File: src/rtl/button_press_decoder.sv
// Turns a debounced button level into one-cycle press/short/long/repeat/release events.
// Auto-repeat is built only when BUTTON_REPEAT_EN is defined; otherwise repeat_pulse is tied 0.
//
// state   | meaning
// IDLE    | button not accepted as pressed; waiting for a rising edge
// PRESSED | accepted press, hold shorter than LONG_TICKS so far
// HELD    | long press reached; waiting for release (and repeating if enabled)
module button_press_decoder #(
    parameter int LONG_TICKS   = 50,
    parameter int REPEAT_TICKS = 10,
    parameter int CNT_W        = 8
) (
    input  logic clk,
    input  logic rst,
    input  logic btn_db,
    output logic press_pulse,
    output logic short_pulse,
    output logic long_pulse,
    output logic repeat_pulse,
    output logic release_pulse,
    output logic held
);

    // Compare values must fit in cnt so it can never wrap.
    if (LONG_TICKS < 2 || LONG_TICKS >= (1 << CNT_W)) begin : g_bad_long
        $error("button_press_decoder: LONG_TICKS out of range");
    end
    if (REPEAT_TICKS < 2 || REPEAT_TICKS >= (1 << CNT_W)) begin : g_bad_repeat
        $error("button_press_decoder: REPEAT_TICKS out of range");
    end

    typedef enum logic [1:0] {
        IDLE    = 2'd0,
        PRESSED = 2'd1,
        HELD    = 2'd2
    } state_t;

    localparam logic [CNT_W-1:0] LONG_LAST = CNT_W'(LONG_TICKS - 1);

    state_t           state;
    logic [CNT_W-1:0] cnt;
    logic             btn_q;
    logic             rise;
    logic             fall;

    assign rise = btn_db & ~btn_q;
    assign fall = ~btn_db & btn_q;

`ifdef BUTTON_REPEAT_EN
    localparam logic [CNT_W-1:0] REPEAT_LAST = CNT_W'(REPEAT_TICKS - 1);
    logic repeat_q;
    assign repeat_pulse = repeat_q;
`else
    assign repeat_pulse = 1'b0;
`endif

    always_ff @(posedge clk) begin
        if (rst) begin
            // Loading the live level suppresses a phantom press for a button held through reset.
            btn_q         <= btn_db;
            state         <= IDLE;
            cnt           <= '0;
            press_pulse   <= 1'b0;
            short_pulse   <= 1'b0;
            long_pulse    <= 1'b0;
            release_pulse <= 1'b0;
            held          <= 1'b0;
`ifdef BUTTON_REPEAT_EN
            repeat_q      <= 1'b0;
`endif
        end else begin
            btn_q         <= btn_db;
            press_pulse   <= 1'b0;
            short_pulse   <= 1'b0;
            long_pulse    <= 1'b0;
            release_pulse <= 1'b0;
`ifdef BUTTON_REPEAT_EN
            repeat_q      <= 1'b0;
`endif
            case (state)
                IDLE: begin
                    held <= 1'b0;
                    if (rise) begin
                        press_pulse <= 1'b1;
                        held        <= 1'b1;
                        cnt         <= '0;
                        state       <= PRESSED;
                    end
                end
                PRESSED: begin
                    cnt <= cnt + CNT_W'(1);
                    // A release on the threshold cycle still counts as short.
                    if (fall) begin
                        short_pulse   <= 1'b1;
                        release_pulse <= 1'b1;
                        state         <= IDLE;
                    end else if (cnt == LONG_LAST) begin
                        long_pulse <= 1'b1;
                        cnt        <= '0;
                        state      <= HELD;
                    end
                end
                HELD: begin
`ifdef BUTTON_REPEAT_EN
                    cnt <= cnt + CNT_W'(1);
                    if (fall) begin
                        release_pulse <= 1'b1;
                        state         <= IDLE;
                    end else if (cnt == REPEAT_LAST) begin
                        repeat_q <= 1'b1;
                        cnt      <= '0;
                    end
`else
                    if (fall) begin
                        release_pulse <= 1'b1;
                        state         <= IDLE;
                    end
`endif
                end
                default: begin
                    state <= IDLE;
                    held  <= 1'b0;
                end
            endcase
        end
    end

endmodule

File: config.mk
export PLATFORM = sky130hd
export DESIGN_NAME = button_press_decoder
export DESIGN_NICKNAME = d
export VERILOG_FILES = /design/src/rtl/button_press_decoder.sv
export SDC_FILE = /design/constraint.sdc
export NUM_CORES = 1
export LEC_CHECK = 0
export ABC_AREA = 1
export CORE_UTILIZATION = 57
export CTS_CLUSTER_SIZE = 8
export DETAILED_ROUTE_END_ITERATION = 8
export MAX_ROUTING_LAYER = met4
export PLACE_DENSITY = 0.8
export RECOVER_POWER = 25
export REMOVE_ABC_BUFFERS = 1
export SYNTH_ARGS = -nofsm -noshare
export SYNTH_HDL_FRONTEND = slang
export SYNTH_SLANG_ARGS = --single-unit
File: constraint.sdc
create_clock -name clk -period 2.3 [get_ports clk]
set_input_delay 0.69 -clock clk [delete_from_list [all_inputs] [get_ports clk]]
set_output_delay 0.69 -clock clk [all_outputs]
set_load 0.1 [all_outputs]
## After elaboration in Yosys (flattened, before gate mapping)

Cells that the tools add are included.

| word-level totals | value |
|---|---|
| logic and storage cells | 44 |
| input bits | 3 |
| register bits | 16 |
| output and inout bits | 6 |

| operators by class | value |
|---|---|
| reduce and logical (&&, ||, !) cells | 9 |
| muxes and demuxes | 13 |
| add/sub/neg operators | 1 |
| bitwise gates (word level) | 7 |
| eq/ne operators | 6 |

Operator list:

| kind | number |
|---|---|
| 8-bit two-way mux | 3 |
| 8-bit one-hot mux with 2 select lines | 1 |
| 8-bit by 1-bit adder with 8-bit output, second input constant | 1 |
| 8-bit by 6-bit == test with 1-bit output, second input constant | 1 |
| 2-bit two-way mux | 4 |
| 2-bit OR reduction | 4 |
| 2-bit one-hot mux with 3 select lines | 1 |
| 1-bit inverter | 5 |
| 2-bit != test, second input constant | 2 |
| 1-bit two-way mux | 3 |
| 3-bit != test, second input constant | 1 |
| 3-bit AND reduction | 1 |
| 3-bit OR reduction | 1 |
| 1-bit bitwise AND | 2 |
| 2-bit by 1-bit == test with 1-bit output, second input constant | 1 |
| 2-bit == test, second input constant | 1 |
| 2-bit zero test | 1 |
| 1-bit one-hot mux with 2 select lines | 1 |
| 2-bit AND reduction | 1 |
| 2-bit nonzero test | 1 |

## Longest topological paths before layout

| depth | value |
|---|---|
| depth after elaboration | 4 |
| mapped depth | 9 |
| mapped depth without buffers | 9 |

## Worst setup path before layout

OpenSTA, ideal clock, no wires.

| timing | value |
|---|---|
| kind | reg-to-output |
| start point | register held |
| end point | output port held |
| path buffers | 0 |
| data required time | 1610 ps |
| cell stages (with the launch flop) | 1 |
| data arrival time | 921 ps |
| setup slack | 689 ps |
| cells stage by stage | dfxtp_1 |

RTL lines:

| item | line | source |
|---|---|---|
| from (decl) | 21 | `output logic held` |
| from (signal assigned) | 67 | `held <= 1'b0;` |
| from (signal assigned) | 82 | `held <= 1'b0;` |
| from (signal assigned) | 85 | `held <= 1'b1;` |

No word-level cell between the ends.

## Worst setup path in the final report

| timing | value |
|---|---|
| start point | input port btn_db |
| end point | register cnt[6] |

| on the way | value |
|---|---|
| longest elaborated chain between the ends | 4 |
| elaborated cells between the ends (all ways) | 7 |
| classes of those cells | eq/ne: 1; mux: 2; bitwise: 3; reduce/logical: 1 |

Ends and longest elaborated chain:

| item | line | source |
|---|---|---|
| from (decl) | 15 | `input logic btn_db,` |
| 1-bit inverter | 47 | `assign fall = ~btn_db & btn_q;` |
| 1-bit bitwise AND | 47 |  |
| 8-bit two-way mux | 93 | `if (fall) begin` |
| 8-bit one-hot mux with 2 select lines | 80 | `case (state)` |
| to (signal assigned) | 91 | `cnt <= cnt + CNT_W'(1);` |
| to (decl) | 41 | `logic [CNT_W-1:0] cnt;` |

Several ways; a longest one is shown, not always the timed one.
A chain may end at the register's enable or synchronous reset.

==> metrics.log <==
[metrics] run status: finished, final reports clean
[metrics] count of synthesis-stage warnings from yosys: 0
[metrics] number of pins exceeding their max-slew limit in the final report: 0
[metrics] number of synthesized flops with an enable pin: 0
[metrics] power dissipated by switching net loads: 0.000400 W
[metrics] layout overhead on the synthesized area: 11.9%
[metrics] fraction of power consumed by the clock network: 0.204
[metrics] effective utilization at floorplan: 0.632
[metrics] y dimension of the die: 40.5 um
[metrics] area of the core region: 0.00133 mm^2
[metrics] post-CTS setup-driven buffer insertion count: 0
[metrics] data arrival time of the critical path: 1.95 ns
[metrics] number of distinct library cells after synthesis: 21
[metrics] first-pass iteration count of the detailed router: 5
[metrics] critical path endpoint category: flop
[metrics] worst IR drop on VDD: 0.707 mV
[metrics] Tot Pwr: 0.000917 W
[metrics] top cell type by total area after synthesis: sky130_fd_sc_hd__dfxtp_1
[metrics] num rows: 13
[metrics] final setup fails: 0
[metrics] setup clock skew after layout: 0.00108 ns
[metrics] overall via count from detail_route: 775
[metrics] clock tree from TritonCTS: yes
[metrics] Total GRT Usage: 0.259
[metrics] critical path launch point type: primary input
[metrics] minimum clock period: 1.72 ns
[metrics] HPWL Detailed: 1290 um
[metrics] PostCTS Resize Cnt: 0
[metrics] critical setup path kind: primary input to flop
[metrics] clk sink count: 16
[metrics] area fraction of the dominant cell type after synthesis: 0.380
[metrics] count of routing violations after the opening detailed-route iteration: 15
[metrics] number of H-tree branching levels: 1
[metrics] Final nets: 143
[metrics] share of the clock period used by the worst path after layout: 0.750
[metrics] total internal power: 0.000517 W
[metrics] count of antenna-violating nets left after detailed routing: 0
[metrics] source-to-sink clock delay at the later pin of the worst-skew pair: 0.29 ns
[metrics] WL final: 1680 um
[metrics] number of instances in the synthesized netlist: 124
[metrics] cell at the root of the clock tree: sky130_fd_sc_hd__clkbuf_4
[metrics] synth top area cells: sky130_fd_sc_hd__dfxtp_1, sky130_fd_sc_hd__nand2_1, sky130_fd_sc_hd__inv_1
[metrics] most frequent cell after synthesis: sky130_fd_sc_hd__nand2_1
[metrics] initial antenna violation count: 0
[metrics] sequential-to-total area share from yosys stat: 0.380
[metrics] count of pins on the block boundary: 9
[metrics] flops & latches, synth: 16
[metrics] Synth Cell Area: 843 um^2
[metrics] buffers added on ports: 7
[metrics] worst min-delay path class: flop to flop
[metrics] Post-synth ARST share: 0
[metrics] Worst Path Max Fanout: 5
[metrics] full die area: 0.00164 mm^2
[metrics] main flop type after synthesis: sky130_fd_sc_hd__dfxtp_1
[metrics] number of clock buffers inserted by TritonCTS: 3
[metrics] part of the total power dissipated in sequential elements: 0.364
[metrics] via count of the first global-routing pass: 670
[metrics] global placement routability congestion: 0.836
[metrics] maximum clock path buffer count: 2
[metrics] number of maximum-capacitance constraint violations: 0
[metrics] register clock-pin slew on the reported worst setup and hold paths: 0.09 ns
[metrics] synthesized area per cell: 6.80 um^2
[metrics] pin count of the biggest net entering global routing: 10
[metrics] fmax: 580 MHz
[metrics] endpoint required time on the critical path: 2.53 ns
[metrics] register area: 320 um^2
[metrics] detail-routed via count per cell: 5.20
[metrics] filler cell count: 121
[metrics] summed negative setup slack over all endpoints: 0 ns
[metrics] combinational power share: 0.432
[metrics] power per cell area: 972 mW/mm^2
[metrics] ratio of cells with drive above 1 in the final layout: 0.134
[metrics] total congestion overflow: 0
[metrics] leading cell types by count after synthesis: sky130_fd_sc_hd__nand2_1, sky130_fd_sc_hd__inv_1, sky130_fd_sc_hd__dfxtp_1, sky130_fd_sc_hd__a21oi_1, sky130_fd_sc_hd__nor2_1
[metrics] cts hold-fix bufs: 0
[metrics] global-route wire length before repair: 2650 um
[metrics] Switching Share: 0.436
[metrics] number of failing hold endpoints at the final stage: 0
[metrics] width of the chip: 40.5 um
[metrics] leakage power: 0.439 nW
[metrics] Remaining DRCs: 0
[metrics] antenna cells: 0
[metrics] multi-input combinational cell area: 432 um^2
[metrics] unrepaired setup endpoints after global routing: false
[metrics] wire length per cell after detailed routing: 11.2 um
## per-layer routing
metal / up-vias / track usage / wire [um]
met4: 0 / 0.175 / 65
met3: 10 / 0.0667 / 77
li1: 407 / - / -
met5: - / - / 0
met1: 334 / 0.305 / 794
met2: 24 / 0.381 / 736
## sequential cells by signal, indices dropped and copies added, names as in the netlist
register / flops
btn_q: 1
cnt: 8
held: 1
long_pulse: 1
press_pulse: 1
release_pulse: 1
short_pulse: 1
state: 2
## cells by family (layout without fill, tap and decap cells)
family	after synthesis	count (layout)	synth area share
compound gates	18	18	0.117
fa+ha+maj	5	5	0.0742
buf+inv	22	32	0.102
flops	16	16	0.380
other cells	1	1	0.00445
simple gates	62	62	0.322
## path summary, 6_finish.rpt
kind / from / depth (start not counted) / slack, ns / endpoint
setup / recovery: btn_db / 8 / 0.58 / cnt[6]$_SDFFE_PP0P_
hold / removal: cnt[5]$_SDFFE_PP0P_ / 2 / 0.50 / cnt[5]$_SDFFE_PP0P_
setup reg to reg: state[1]$_SDFFE_PP0P_ / 8 / 0.88 / cnt[4]$_SDFFE_PP0P_
hold reg to reg: cnt[5]$_SDFFE_PP0P_ / 2 / 0.50 / cnt[5]$_SDFFE_PP0P_
## final cells by class
| type | count | share of cell area |
|---|---|---|
| flip-flops and latches | 16 | 0.340 |
| inverters | 21 | 0.0836 |
| multi-input cells | 86 | 0.458 |
| repair buffers | 7 | 0.0610 |
| clock buffers | 4 | 0.0385 |
| well taps | 15 | 0.0199 |
## critical path: stages
cell and delay, ns:
sky130_fd_sc_hd__dlygate4sd3_1 0.59, sky130_fd_sc_hd__nand2_1 0.10, sky130_fd_sc_hd__nand2_1 0.07, sky130_fd_sc_hd__o21ai_1 0.12
sky130_fd_sc_hd__nand2_1 0.15, sky130_fd_sc_hd__inv_1 0.12, sky130_fd_sc_hd__nand2_1 0.07, sky130_fd_sc_hd__o21ai_2 0.05
## cell usage in the layout (no fill, tap or decap), drive strengths merged
master,n
nand2,38
inv,21
dfxtp,16
nor2,11
a21oi,10
nand3,9
o21ai,7
ha,5
buf,5
clkbuf,4
dlygate4sd3,2
or2,1
o22ai,1
nand3b,1
nand4,1
nor3,1
conb,1
## power groups by stage
stage	Clock (W)	Sequential, W	Combinational (W)
2_1_floorplan	0	0.000415	0.000241
3_3_place_gp	0	0.000338	0.000386
3_5_place_dp	0	0.000340	0.000396
4_1_cts	0.000187	0.000334	0.000398
5_1_grt	0.000200	0.000340	0.000445
6_report	0.000187	0.000334	0.000396
## stage by stage
step                hold WS [ns]  cell area, um^2   util  worst slack, ns  std cells
global route               0.535              943  0.707            0.447        149
finish                     0.500              943  0.707            0.576        149
floorplan                  0.451              836      -            0.689        123
global placement           0.477              912  0.684            0.356        145
detailed placement         0.480              912  0.684            0.321        145
CTS                        0.498              948  0.711            0.628        149
No activity file was read; power rests on OpenSTA's default activity.
